==> src/rtl/multicycle_ctrl.sv <==
// multicycle_ctrl: multi-cycle control sequencer for the 32-bit core.
// Fetches over a req/ack instruction port into the instruction register,
// then walks each instruction through DECODE/EXEC/MEM/WB, driving the
// ALU controls, data-memory strobes, register write enable and PC update.
module multicycle_ctrl #(
  parameter logic [31:0] RESET_PC     = 32'h0000_0000,
  parameter bit          ILLEGAL_HALT = 1'b1
) (
  input  logic        CLK,
  input  logic        RST_N,
  output logic        imem_req,
  output logic [31:0] imem_addr,
  input  logic        imem_ack,
  input  logic [31:0] imem_rdata,
  output logic [31:0] INST,
  output logic [2:0]  alu_op,
  output logic        ALUSrc,
  input  logic        alu_zero,
  output logic        dmem_req,
  output logic        dmem_we,
  input  logic        dmem_ack,
  output logic        reg_we,
  output logic        wb_sel,
  output logic [31:0] pc,
  output logic        halted,
  output logic        illegal
);

  typedef enum logic [2:0] {
    S_FETCH  = 3'd0,
    S_DECODE = 3'd1,
    S_EXEC   = 3'd2,
    S_MEM    = 3'd3,
    S_WB     = 3'd4,
    S_HALT   = 3'd5
  } state_t;

  localparam logic [2:0] ALU_ADD = 3'b000;
  localparam logic [2:0] ALU_SUB = 3'b001;
  localparam logic [2:0] ALU_AND = 3'b010;
  localparam logic [2:0] ALU_OR  = 3'b011;
  localparam logic [2:0] ALU_SLT = 3'b100;

  state_t      state_q, state_d;
  logic [31:0] pc_q, pc_d;
  logic [31:0] inst_q, inst_d;
  logic        illegal_q, illegal_d;

  // Instruction fields
  logic [5:0] opcode;
  logic [5:0] funct;
  logic [5:0] imm;
  assign opcode = inst_q[31:26];
  assign funct  = inst_q[5:0];
  assign imm    = inst_q[5:0];

  // Instruction classification and the ALU controls that EXEC and WB share
  logic       is_rtype, is_addi, is_lw, is_sw, is_beq, is_halt, is_illegal;
  logic       r_funct_ok;
  logic [2:0] r_alu_op;
  logic [2:0] insn_alu_op;
  logic       insn_alusrc;

  // Decode opcode/funct into instruction class and ALU controls
  always_comb begin
    r_funct_ok = 1'b1;
    r_alu_op   = ALU_ADD;
    case (funct)
      6'h20:   r_alu_op = ALU_ADD;
      6'h22:   r_alu_op = ALU_SUB;
      6'h24:   r_alu_op = ALU_AND;
      6'h25:   r_alu_op = ALU_OR;
      6'h2A:   r_alu_op = ALU_SLT;
      default: r_funct_ok = 1'b0;
    endcase

    is_rtype   = (opcode == 6'h00) && r_funct_ok;
    is_addi    = (opcode == 6'h08);
    is_lw      = (opcode == 6'h23);
    is_sw      = (opcode == 6'h2B);
    is_beq     = (opcode == 6'h04);
    is_halt    = (opcode == 6'h3F);
    is_illegal = !(is_rtype || is_addi || is_lw || is_sw || is_beq || is_halt);

    if (is_rtype) begin
      insn_alu_op = r_alu_op;
    end else if (is_beq) begin
      insn_alu_op = ALU_SUB;
    end else begin
      insn_alu_op = ALU_ADD;
    end
    insn_alusrc = is_addi || is_lw || is_sw;
  end

  // Next-state logic and state-dependent strobes
  always_comb begin
    state_d   = state_q;
    pc_d      = pc_q;
    inst_d    = inst_q;
    illegal_d = illegal_q;
    imem_req  = 1'b0;
    alu_op    = ALU_ADD;
    ALUSrc    = 1'b0;
    dmem_req  = 1'b0;
    dmem_we   = 1'b0;
    reg_we    = 1'b0;
    wb_sel    = 1'b0;

    case (state_q)
      S_FETCH: begin
        imem_req = 1'b1;
        if (imem_ack) begin
          inst_d  = imem_rdata;
          pc_d    = pc_q + 32'd4;
          state_d = S_DECODE;
        end
      end
      S_DECODE: begin
        if (is_halt) begin
          state_d = S_HALT;
        end else if (is_illegal) begin
          illegal_d = 1'b1;
          state_d   = ILLEGAL_HALT ? S_HALT : S_FETCH;
        end else begin
          state_d = S_EXEC;
        end
      end
      S_EXEC: begin
        alu_op = insn_alu_op;
        ALUSrc = insn_alusrc;
        if (is_rtype || is_addi) begin
          state_d = S_WB;
        end else if (is_lw || is_sw) begin
          state_d = S_MEM;
        end else begin
          // BEQ: forward-only branch; pc already points at the next instruction
          if (alu_zero) begin
            pc_d = pc_q + {24'b0, imm, 2'b00};
          end
          state_d = S_FETCH;
        end
      end
      S_MEM: begin
        dmem_req = 1'b1;
        dmem_we  = is_sw;
        if (dmem_ack) begin
          state_d = is_lw ? S_WB : S_FETCH;
        end
      end
      S_WB: begin
        // Hold the EXEC ALU controls so the write-back value stays stable
        alu_op  = insn_alu_op;
        ALUSrc  = insn_alusrc;
        reg_we  = 1'b1;
        wb_sel  = is_lw;
        state_d = S_FETCH;
      end
      S_HALT: begin
        state_d = S_HALT;
      end
      default: begin
        state_d = S_FETCH;
      end
    endcase
  end

  // State, PC, instruction register and sticky illegal flag
  always_ff @(posedge CLK) begin
    if (!RST_N) begin
      state_q   <= S_FETCH;
      pc_q      <= RESET_PC;
      inst_q    <= 32'h0;
      illegal_q <= 1'b0;
    end else begin
      state_q   <= state_d;
      pc_q      <= pc_d;
      inst_q    <= inst_d;
      illegal_q <= illegal_d;
    end
  end

  assign imem_addr = pc_q;
  assign pc        = pc_q;
  assign INST      = inst_q;
  assign halted    = (state_q == S_HALT);
  assign illegal   = illegal_q;

endmodule

==> config.mk <==
export PLATFORM = sky130hd
export DESIGN_NAME = multicycle_ctrl
export DESIGN_NICKNAME = d
export VERILOG_FILES = /design/src/rtl/multicycle_ctrl.sv
export SDC_FILE = /design/constraint.sdc
export NUM_CORES = 1
export LEC_CHECK = 0
export ABC_CLOCK_PERIOD_IN_PS = 3880
export BUFFER_PORTS_ARGS = -buffer_cell sky130_fd_sc_hd__buf_2
export CORE_ASPECT_RATIO = 1.25
export CORE_MARGIN = 1
export CORE_UTILIZATION = 49
export DETAILED_ROUTE_END_ITERATION = 10
export PLACE_DENSITY = 0.86
export SETUP_SLACK_MARGIN = 0.05
export SLEW_MARGIN = 5
export SYNTH_ARGS = -nofsm -noshare
export SYNTH_HDL_FRONTEND = slang
export SYNTH_SLANG_ARGS = --single-unit
export TNS_END_PERCENT = 30
==> constraint.sdc <==
create_clock -name CLK -period 3.88 [get_ports CLK]
set_input_delay 0.194 -clock CLK [delete_from_list [all_inputs] [get_ports CLK]]
set_output_delay 0.194 -clock CLK [all_outputs]
set_load 0.02 [all_outputs]
; Word-level counts from Yosys, hierarchy flattened
; Index checks and enable logic that the tools add are counted.
; Widths: inputs -> output; s select.
[op_classes]
n_eq_ne = 20
reduce_logical = 18
muxes = 24
n_addsub = 2
bitwise_logic = 2
[ops]
columns = operator, n
row1 = $mux 32, 4
row2 = $pmux 32 s2, 1
row3 = $eq 6x6->1 const B, 8
row4 = $add 32x3->32 const B, 1
row5 = $add 32x8->32, 1
row6 = $mux 3, 8
row7 = $pmux 3 s5, 1
row8 = $pmux 3 s4, 1
row9 = $ne 2x2->1 const B, 5
row10 = $logic_or 1x1->1, 8
row11 = $mux 1, 8
row12 = $eq 3x2->1 const B, 2
row13 = $eq 3x3->1 const B, 2
row14 = $eq 6x3->1 const B, 1
row15 = $eq 6x4->1 const B, 1
row16 = $logic_not 6->1, 1
row17 = $reduce_and 5->1, 1
row18 = $reduce_or 5->1, 1
row19 = $reduce_and 2->1, 2
row20 = $eq 3x1->1 const B, 1
row21 = $logic_not 3->1, 1
row22 = $reduce_and 3->1, 1
row23 = $mux 2, 1
row24 = $not 1->1, 2
row25 = 3 further kinds, 3
[word_totals]
output_inout_bits = 107
input_bits = 37
reg_bits = 68

; Logic depth before layout (Yosys ltp)
; Gate-level depths: netlist of run 1.
[logic_depth]
ltp_word = 12
ltp_mapped = 10

; Worst setup path after synthesis of run 1
; OpenSTA, ideal clock, no wires.
[synth_path]
path_kind = register -> register
start = reg state_q[1]
end = reg pc_q[27] (netlist: imem_addr[27])
n_path_buf = 1
required_ps = 3765
stages_incl_launch_ff = 10
setup_time_ps = 115
arrival_ps = 2578
setup_slack_ps = 1187
path_cell_list = dfxtp_1 -> buf_4 -> nor3b_4 -> and2_1 -> ha_1 -> o211ai_1 -> o21a_1 -> or4b_2 -> o31a_1 -> o21a_1
[synth_between]
elab_chain_len = 3
elab_cells_between_ends = 9
classes_between = eq/ne (5) / mux (1) / reduce/logical (3)
[synth_lines]
columns = element, line_no
row1 = from (decl), 44  ; state_t state_q, state_d;
row2 = from (signal assigned), 175  ; state_q <= state_d;
row3 = $eq 3x2->1 or $logic_not 3->1 (tied branches), 109  ; case (state_q)
row4 = $ne 2x2->1 (no line) or $reduce_bool 2->1 (tied branches), -
row5 = $reduce_and 5->1 (no line), -
row6 = to (signal assigned), 176  ; pc_q <= pc_d;
row7 = to (decl), 45  ; logic [31:0] pc_q, pc_d;
; Several ways; a longest one is shown, not always the timed one.
; A chain may end at the register's enable or synchronous reset.

; Final worst setup path of run 1
[layout_path]
start = reg state_q[1]
end = reg pc_q[26] (netlist: imem_addr[26])
; The elaborated chain is that of the path after synthesis.

==> results.txt, run 1 <==
most area-consuming cells after synthesis: dfxtp_1, a21oi_1, nand2_1
NetSw: 0.547 mW
setup ws final: 0.828 ns
GP Congestion: 0.880
Hold Crit Class: input port to flop
Die Y: 97.3 um
worst r2r dst: imem_addr[26]
CP Capture Type: flop
fin util: 60.9%
H-tree depth: 3
# fillers: 667
IO Port Bufs: 139
worst r2r src: state_q[1]
Placeable Area: 6980 um2
# DRC: 0
Final Slew Violations: 0
crit path launch type: flop
die footprint: 7620 um2
Clock Latency Late Sink: 0.35 ns
number of global-route vias before repair: 3137
commonest cells after routing, fill and taps aside: buf_2, nand2_1, dfxtp_1
multi-input logic area: 1840 um2
drt first pass iters: 4
design area: 4250 um2
Post-Synthesis Cells: 451
cell taking the most area after synthesis: dfxtp_1
Avg Inst Size Synth: 7.90 um2
switching part of the total: 30.0%
post-route ant nets: 0
worst slew pin tran: 1.10 ns
main flop type after synthesis: dfxtp_1
Setup TNS: 0 ns
Gate power share: 19.1%
flop2flop setup slack: 0.83 ns
area grow syn2layout: 19.2%
Post-synth EDFFs: 0
hold path start: imem_rdata[13]
Seq/Total Area, Yosys: 37.1%
CP arrival: 3.32 ns
sink of the worst hold path: INST[13]
R2R depth: 8
clock skew: 0.00618 ns
CP max FO: 10
first-pass GRT wire length: 13800 um
RSZ-0062 raised after global routing: false
clk buf depth: 2
result of the run: finished, final reports clean
Reg power frac: 42.5%
Post-Syn Area: 3560 um2
WL final: 8430 um
Root Buffer: clkbuf_8
pin count of the biggest net entering global routing: 64
TritonCTS Buffers: 9
Final #Nets: 592
storage element area: 1320 um2
max_cap viols: 0
register bit total from synthesis: 66
proportion of layout cells with a drive suffix above 1: 30.4%
placed insts: 627
DR WL/cell: 13.1 um
Worst VDD drop: 345 uV
initial antenna violation count: 0
Setup violations, final: 0
TritonCTS clock tree: done
Hold Crit Depth: 3
YS warnings: 0
initial drt markers: 158
drt via density: 5.45
Worst EP required: 4.15 ns
postcts setup bufs: 0
critical path type: flop to flop
Synth async-reset ratio: 0%
Min Clock Period, post-route: 3.05 ns
pwr dens: 430 nW/um2
Overflow after GRT: 0
count of cell types in the netlist: 55
Die X: 78.3 um
most common cell after layout, fill and taps aside: buf_2
Starting Density: 51.1%
Post-CTS Hold Buffers: 0
DP Wirelength: 5990 um
Slew HR: 27.0%
antenna diode count: 0
non-filler instance count after layout: 643
post-synth top area share: 37.1%
I/O pin cnt: 144
CTS sink count: 66
Total GRT Usage: 22.5%
clock-pin slew on the worst setup and hold paths: 0.07 ns
internal power: 1.28 mW
Static Leak: 1.91 nW
crit share post-route: 78.7%
Max Clk Rate: 0.328 GHz
Final Hold Vio Count: 0
Rows: 34
dpl ws: 0.843 ns
CTS-repair resized insts: 0
via count: 3507
Post-DP Area: 4010 um2
part of the power in the clock network: 38.3%
-- state kept, by name (all words and copies together) (netlist names) --
signal,cells
illegal,1
INST,32
state_q,3
imem_addr,30
-- layer usage --
metal  share of wire [%]  routed length (um)  vias up  global-route usage, %
met5                   0                   0        -                      0
met4                 2.4                 205        0                   10.4
met3                 7.0                 591       24                   5.16
met2                  48                4050      142                   37.7
met1                  43                3590     1607                   27.0
li1                    -                   -     1734                      -
-- power groups by stage --
| stage | clock network [mW] | logic [mW] | registers (mW) |
|---|---|---|---|
| floorplan | 0 | 0.226 | 0.822 |
| finish | 0.701 | 0.349 | 0.777 |
| CTS | 0.709 | 0.351 | 0.777 |
| detailed placement | 0 | 0.349 | 0.791 |
| global placement | 0 | 0.345 | 0.788 |
| global route | 0.728 | 0.382 | 0.787 |
-- synth_stat cells, types with 6 or more instances --
master / instances
nand2_1: 80
dfxtp_1: 66
a21oi_1: 62
buf_4: 38
nor2_1: 23
o21ai_0: 23
or3_1: 20
clkbuf_1: 15
nand3_1: 14
and2_1: 9
nand4_1: 8
mux2i_1: 7
ha_1: 6
inv_1: 6
nor4_1: 6
-- logic make-up (layout without fill, tap and decap cells) --
| family | Yosys count | in the layout | synth area share (%) |
|---|---|---|---|
| XOR/XNOR | 5 | 5 | 1.23 |
| AO/OA/AOI/OAI | 113 | 113 | 18.5 |
| AND/OR/NAND/NOR | 187 | 187 | 26.7 |
| adder cells (fa/ha/maj) | 7 | 7 | 2.67 |
| flip-flops | 66 | 66 | 37.1 |
| multiplexers | 7 | 7 | 1.97 |
| buffers and inverters | 65 | 164 | 11.7 |
| other | 1 | 4 | 0.105 |
-- how the worst max path moves through the flow --
stage	cells after the start	slack, ns	to	startpoint
after floorplan	9	1.19	imem_addr[27]	state_q[1]
after global placement	8	0.99	imem_addr[26]	state_q[1]
after detailed placement	8	0.84	imem_addr[26]	state_q[1]
after CTS	8	0.82	imem_addr[26]	state_q[1]
after global routing	8	0.67	imem_addr[26]	state_q[1]
final	8	0.83	imem_addr[26]	state_q[1]
-- worst max-delay path, stage by stage, from the launching register on --
cell and delay [ns]:
dfxtp_1 0.53, nor3b_4 0.37, and2_1 0.22, fa_1 0.22, a21oi_1 0.13, o21ai_2 0.42, or3b_2 0.51, or4_1 0.41
a21oi_1 0.14
-- through the flow --
step / hold WS (ns) / power [mW]
2_1_floorplan: 0.312 / 1.05
3_3_place_gp: 0.434 / 1.13
3_5_place_dp: 0.441 / 1.14
4_1_cts: 0.0619 / 1.84
5_1_grt: 0.0717 / 1.90
6_report: 0.0705 / 1.83
-- area by class of cell --
| cell class | count | area share [%] |
|---|---|---|
| Tap cell | 90 | 2.65 |
| Clock inverter | 6 | 2.71 |
| Clock buffer | 10 | 3.00 |
| Multi-Input combinational cell | 323 | 43.2 |
| Inverter | 7 | 0.618 |
| Sequential cell | 66 | 31.1 |
| Timing Repair Buffer | 141 | 16.7 |
(Power assumes the default switching activity.)
==> run 2, diff against run 1 <==
--- a/config.mk
+++ b/config.mk
@@ -5,13 +5,14 @@
 export SDC_FILE = /design/constraint.sdc
 export NUM_CORES = 1
 export LEC_CHECK = 0
-export ABC_CLOCK_PERIOD_IN_PS = 3880
+export ABC_AREA = 1
+export ABC_CLOCK_PERIOD_IN_PS = 2500
 export BUFFER_PORTS_ARGS = -buffer_cell sky130_fd_sc_hd__buf_2
 export CORE_ASPECT_RATIO = 1.25
 export CORE_MARGIN = 1
-export CORE_UTILIZATION = 49
+export CORE_UTILIZATION = 46
 export DETAILED_ROUTE_END_ITERATION = 10
-export PLACE_DENSITY = 0.86
+export PLACE_DENSITY = 0.82
 export SETUP_SLACK_MARGIN = 0.05
 export SLEW_MARGIN = 5
 export SYNTH_ARGS = -nofsm -noshare
==> constraint.sdc (replaced) <==
create_clock -name CLK -period 2.5 [get_ports CLK]
set_input_delay 0.125 -clock CLK [delete_from_list [all_inputs] [get_ports CLK]]
set_output_delay 0.125 -clock CLK [all_outputs]
set_load 0.02 [all_outputs]
==> run 2 against run 1 <==
  * Synthesized area increased by 18%
  * Non-clock buffer count is 8 higher
  * Via count up 28%
  * Clock power increased by 47%
  * Final area grew 19%
  * Worst setup slack worse by 0.60 ns
  * Hold slack got worse by 0.044 ns
==> results.txt, run 2 <==
Hold Crit Class: input port to flop
Total GRT Usage: 24.1% (+1.6 points)
antenna diode count: 0 (unchanged)
WL final: 11500 um (+36%)
Post-Synthesis Cells: 663 (+47%)
max_cap viols: 0 (unchanged)
Die X: 87.6 um (+12%)
IO Port Bufs: 139 (unchanged)
clock-pin slew on the worst setup and hold paths: 0.09 ns (+0.02 ns)
drt via density: 5.00 (-8.3%)
Placeable Area: 8800 um2 (+26%)
worst hold slack: 0.0270 ns (-0.0435 ns)
switching part of the total: 44.6% (+15 points)
max reg flops: 32 (unchanged)
clock skew: 0.0181 ns (+0.0119 ns)
H-tree depth: 3 (unchanged)
count of cell types in the netlist: 35 (-36%)
DR WL/cell: 12.8 um (-2.3%)
Total Power: 4.25 mW (+130%)
# fillers: 888 (+33%)
crit share post-route: 90.9% (+12 points)
Seq/Total Area, Yosys: 31.3% (-5.7 points)
DP Wirelength: 8360 um (+40%)
Starting Density: 47.9% (-3.1 points)
Worst VDD drop: 288 uV (-17%)
TritonCTS Buffers: 9 (unchanged)
hold path start: imem_rdata[14]
worst r2r src: state_q[1]
most area-consuming cells after synthesis: dfxtp_1, nand2_1, nand3_1
worst slew pin tran: 0.536 ns (-0.559 ns)
Worst EP required: 2.77 ns (-1.38 ns)
I/O pin cnt: 144 (unchanged)
Synth async-reset ratio: 0% (unchanged)
sink of the worst hold path: INST[14]
storage element area: 1320 um2 (about the same)
critical path type: flop to flop
CP max FO: 8 (-2)
top cells by count, synth: nand2_1, nand3_1, dfxtp_1
fin util: 57.4% (-3.5 points)
pwr dens: 843 nW/um2 (+96%)
post-synth top area share: 31.3% (-5.7 points)
worst r2r dst: imem_addr[10]
Rows: 38 (+12%)
register bit total from synthesis: 66 (unchanged)
# DRC: 0 (unchanged)
cell taking the most area after synthesis: dfxtp_1
Slew HR: 64.2% (+37 points)
CP Capture Type: flop
initial antenna violation count: 0 (unchanged)
initial drt markers: 270 (+71%)
Final Slew Violations: 0 (unchanged)
flop2flop setup slack: 0.23 ns (-0.60 ns)
Static Leak: 2.52 nW (+32%)
Max Clk Rate: 0.440 GHz (+34%)
non-filler instance count after layout: 897 (+40%)
internal power: 2.36 mW (+84%)
placed insts: 877 (+40%)
proportion of layout cells with a drive suffix above 1: 25.9% (-4.5 points)
Avg Inst Size Synth: 6.36 um2 (-20%)
pin count of the biggest net entering global routing: 33 (-48%)
first-pass GRT wire length: 18000 um (+31%)
Gate power share: 43.0% (+24 points)
Reg power frac: 32.7% (-9.8 points)
R2R depth: 12 (+4)
via count: 4485 (+28%)
main flop type after synthesis: dfxtp_1
number of global-route vias before repair: 3910 (+25%)
multi-input logic area: 2320 um2 (+26%)
RSZ-0062 raised after global routing: true
Setup violations, final: 0 (unchanged)
Die Y: 109 um (+12%)
drt first pass iters: 5 (+1)
Clock Latency Late Sink: 0.35 ns (about the same)
crit path launch type: flop
Min Clock Period, post-route: 2.27 ns (-0.780 ns)
CTS sink count: 66 (unchanged)
Final Hold Vio Count: 0 (unchanged)
Root Buffer: clkbuf_8
GP Congestion: 0.976 (+11%)
die footprint: 9560 um2 (+25%)
TritonCTS clock tree: done
CP arrival: 2.54 ns (-0.78 ns)
Hold Crit Depth: 3 (unchanged)
Post-synth EDFFs: 0 (unchanged)
YS warnings: 0 (unchanged)
Post-Syn Area: 4220 um2 (+18%)
part of the power in the clock network: 24.3% (-14 points)
Setup TNS: 0 ns (unchanged)
clk buf depth: 2 (unchanged)
most numerous cell in the Yosys netlist: nand2_1
most common cell after layout, fill and taps aside: nand2_1
result of the run: finished, final reports clean
Overflow after GRT: 0 (unchanged)
area grow syn2layout: 19.7%
post-route ant nets: 0 (unchanged)
NetSw: 1.90 mW (+250%)
Final #Nets: 816 (+38%)
commonest cells after routing, fill and taps aside: nand2_1, buf_2, nand3_1
==> run 2: cell count changes after synthesis, moves of 8 or more <==
cell and delta:
or3_1 -20, a21oi_1 -8, and2_1 -9, nand3_1 +55, nor2_1 +42, inv_1 +55, nand3b_1 +9, nand2_1 +123
==> run 2: cell families after synthesis <==
group                      synth area share, %
and+or+nand+nor                           38.1
adders and majority gates                 2.26
buffers and inverters                     14.9
DFF                                       31.3
AOI/OAI and AO/OA                         11.7
other                                   0.0889
xor gates and xnor gates                  1.66
==> run 2: repair_timing <==
action                     in CTS  in global routing
pin swaps                       0                  3
hold buffers                    0                  0
resized for setup               1                  9
setup buffers                   0                  4
setup endpoints to repair       1                 11
==> run 2: worst max-delay path by stage <==
stage	startpoint	endpoint	slack, ns	cells after the start
finish	state_q[1]	imem_addr[10]	0.23	12
detailed placement	state_q[2]	imem_addr[10]	0.07	13
CTS	state_q[2]	imem_addr[10]	0.11	13
global route	state_q[2]	imem_addr[28]	0.03	13
global placement	state_q[2]	imem_addr[26]	0.15	15
floorplan	state_q[2]	imem_addr[26]	0.29	15
==> run 2: power by group through the flow <==
| stage | Clock [mW] | Combinational [mW] | Sequential (mW) |
|---|---|---|---|
| 6_report | 1.03 | 1.83 | 1.39 |
| 5_1_grt | 1.11 | 2.03 | 1.42 |
| 4_1_cts | 1.05 | 1.80 | 1.39 |
| 3_5_place_dp | 0 | 1.80 | 1.41 |
| 3_3_place_gp | 0 | 1.77 | 1.40 |
| 2_1_floorplan | 0 | 1.27 | 1.59 |
==> run 2: routing by layer <==
layer | GRT usage [%] | share of wire (%) | vias up
met5 | 0 | 0 | -
met4 | 9.48 | 2.4 | 0
met3 | 4.54 | 6.9 | 22
met2 | 40.3 | 49 | 190
met1 | 30.5 | 42 | 1978
li1 | - | - | 2295
==> run 2: area by class of cell <==
type	instances	share of cell area (%)
Multi-Input combinational cell	478	45.9
Sequential cell	66	26.2
Timing Repair Buffer	149	15.3
Inverter	68	5.21
Tap cell	120	2.98
Clock buffer	9	2.45
Clock inverter	7	1.98
==> run 2: worst max-delay path, stage by stage, from the launching register on <==
cell and delay [ns]:
dfxtp_1 0.44, nand3_4 0.16, inv_6 0.11, nand2_1 0.06, ha_2 0.20, fa_1 0.40
nand3_2 0.11, nand3_4 0.11, nand2_1 0.10, nand2_2 0.10, xor2_1 0.15, nand3_1 0.09
a21oi_1 0.18
==> run 2: metrics by stage <==
step,area [um2],worst slack [ns]
final,5050,0.228
after global routing,5050,0.0308
after CTS,4980,0.110
after detailed placement,4750,0.0689
after global placement,4750,0.148
after floorplan,4230,0.286
==> run 3, diff against run 2 <==
==> constraint.sdc (replaced) <==
create_clock -name CLK -period 2.5 [get_ports CLK]
set_input_delay 0.25 -clock CLK [delete_from_list [all_inputs] [get_ports CLK]]
set_output_delay 0.25 -clock CLK [all_outputs]
set_load 0.02 [all_outputs]
==> run 3 against run 2 <==
  * Worst setup slack worse by 0.055 ns
  * Hold slack better by 0.11 ns
  * Via count up 2.1%
  * Register-to-register slack lost 0.06 ns
  * Critical path depth is the same
  * Wire length is 1.7% higher
  * Clock power down 8%
  * Combinational power hardly changed
  * First-iteration DRC count increased by 10%
  * Sequential share of layout area rose by 0.10 points
  * Non-clock buffer count increased by 2
  * Largest cell class unchanged
==> results.txt, run 3 (synthesis gave the netlist of run 2 again) <==
result of the run: finished, final reports clean
number of global-route vias before repair: 3784 (-3.2%)
critical path type: flop to flop
post-route ant nets: 0 (unchanged)
sink of the worst hold path: INST[17]
Hold Crit Class: input port to flop
proportion of layout cells with a drive suffix above 1: 26.0% (+0.16 points)
Worst EP required: 2.79 ns (+0.02 ns)
Setup violations, final: 0 (unchanged)
drt via density: 5.09 (+1.7%)
WL final: 11700 um (+1.7%)
pwr dens: 832 nW/um2 (-1.3%)
worst r2r dst: imem_addr[9]
GP Congestion: 0.963 (-1.3%)
clock skew: 0.0144 ns (-0.00367 ns)
die footprint: 9560 um2 (unchanged)
Final #Nets: 819 (+0.37%)
CP arrival: 2.61 ns (+0.07 ns)
area grow syn2layout: 19.2%
Post-CTS Hold Buffers: 0 (unchanged)
Rows: 38 (unchanged)
Min Clock Period, post-route: 2.33 ns (+0.0552 ns)
Static Leak: 2.52 nW (-0.20%)
crit path launch type: flop
first-pass GRT wire length: 17900 um (-0.88%)
setup ws final: 0.173 ns (-0.0552 ns)
Final Hold Vio Count: 0 (unchanged)
R2R depth: 12 (unchanged)
clock-pin slew on the worst setup and hold paths: 0.09 ns (about the same)
DR WL/cell: 13.0 um (+1.3%)
Total GRT Usage: 24.3% (+0.15 points)
commonest cells after routing, fill and taps aside: nand2_1, buf_2, nand3_1
drt first pass iters: 5 (unchanged)
Root Buffer: clkbuf_8
pin count of the biggest net entering global routing: 33 (unchanged)
initial drt markers: 297 (+10%)
flop2flop setup slack: 0.17 ns (-0.06 ns)
worst slew pin tran: 0.534 ns (-0.00218 ns)
worst path cell trace: inv_2, buf_4, nand3_2, nor2_1, ha_1, nor2_1, a21oi_1, nand2_1, nand2_1, xor2_1, nand3_1, a21oi_1
antenna diode count: 0 (unchanged)
I/O pin cnt: 144 (unchanged)
DP Wirelength: 8470 um (+1.3%)
clk buf depth: 2 (unchanged)
CP max FO: 6 (-2)
TritonCTS clock tree: done
Worst VDD drop: 332 uV (+15%)
Die X: 87.6 um (unchanged)
Top Family by Delay on Critical Path: simple AND/OR/NAND/NOR gates
hold path start: imem_rdata[17]
Setup TNS: 0 ns (unchanged)
Overflow after GRT: 0 (unchanged)
CTS sink count: 66 (unchanged)
Final Slew Violations: 0 (unchanged)
RSZ-0062 raised after global routing: true
Hold Crit Depth: 3 (unchanged)
Worst Path Buf+Inv: 2 (+1)
CP Capture Type: flop
most common cell after layout, fill and taps aside: nand2_1
slowest CP cell: dfxtp_1
# fillers: 874 (-1.6%)
# DRC: 0 (unchanged)
Clock Latency Late Sink: 0.37 ns (+0.02 ns)
slowest cell delay on critical path: 0.42 ns (-0.02 ns)
Slew HR: 64.3% (+0.15 points)
via count: 4577 (+2.1%)
TritonCTS Buffers: 9 (unchanged)
initial antenna violation count: 0 (unchanged)
Placeable Area: 8800 um2 (unchanged)
worst r2r src: state_q[2]
H-tree depth: 3 (unchanged)
IO Port Bufs: 139 (unchanged)
Die Y: 109 um (unchanged)
max_cap viols: 0 (unchanged)
Max Clk Rate: 0.430 GHz (-2.4%)
max reg flops: 32 (unchanged)
Starting Density: 47.9% (unchanged)
dpl ws: 0.0503 ns (-0.0186 ns)
crit share post-route: 93.1% (+2.2 points)
## run 3: changes by cell type in the layout (fill, tap and decap cells not counted), sizes merged
| cell | before | now |
|---|---|---|
| nand3 | 70 | 71 |
| buf | 149 | 151 |
| bufinv | 2 | 1 |
| clkinvlp | 0 | 1 |
## run 3: tightest hold or removal path: stages
cell and delay, ns:
buf_2 0.09, nand3_1 0.07, a21oi_1 0.06
## run 3: power by group
part	leakage (nW)	internal [mW]	switching (mW)	total, mW
Combinational	1.88	0.552	1.29	1.84
Clock	0.100	0.469	0.479	0.948
Sequential	0.540	1.23	0.159	1.39
## run 3: cell type report
type | count | area [um2] | area share, %
multi-input cells | 479 | 2300 | 45.8
flip-flops and latches | 66 | 1320 | 26.3
repair buffers | 151 | 786 | 15.6
inverters | 68 | 263 | 5.23
well taps | 120 | 150 | 2.99
clock buffers | 9 | 124 | 2.46
clock inverters | 7 | 77.6 | 1.54
## run 3: per-stage QoR
step / std cells / util (%) / hold slack, ns / cell area, um2 / power (mW)
3_5_place_dp: 878 / 54.1 / 0.448 / 4760 / 3.22
4_1_cts: 894 / 56.4 / 0.146 / 4960 / 4.16
3_3_place_gp: 878 / 54.1 / 0.447 / 4760 / 3.18
6_report: 900 / 57.1 / 0.139 / 5030 / 4.18
5_1_grt: 900 / 57.1 / 0.146 / 5030 / 4.45
2_1_floorplan: 666 / - / 0.388 / 4230 / 2.86
## run 3: how the worst max path moves through the flow
stage	from	to	slack, ns	cells after the start
5_1_grt	state_q[2]	imem_addr[25]	0.03	13
2_1_floorplan	state_q[2]	imem_addr[26]	0.29	15
6_report	state_q[2]	imem_addr[9]	0.17	12
4_1_cts	state_q[2]	imem_addr[26]	0.08	15
3_3_place_gp	state_q[2]	imem_addr[26]	0.15	15
3_5_place_dp	state_q[2]	imem_addr[26]	0.05	15
## run 3: timing repair
| item | CTS | global route |
|---|---|---|
| gates cloned | 0 | 1 |
| pin swaps | 0 | 1 |
| resized for setup | 1 | 7 |
| buffers inserted | 0 | 5 |
| setup endpoints to repair | 3 | 11 |
## run 3: metal layers
layer,wire length (um),up-vias,global-route usage (%)
met1,4840,2033,30.7
met2,5620,199,40.0
met3,820,35,4.09
met5,0,-,0
met4,408,0,11.7
li1,-,2310,-
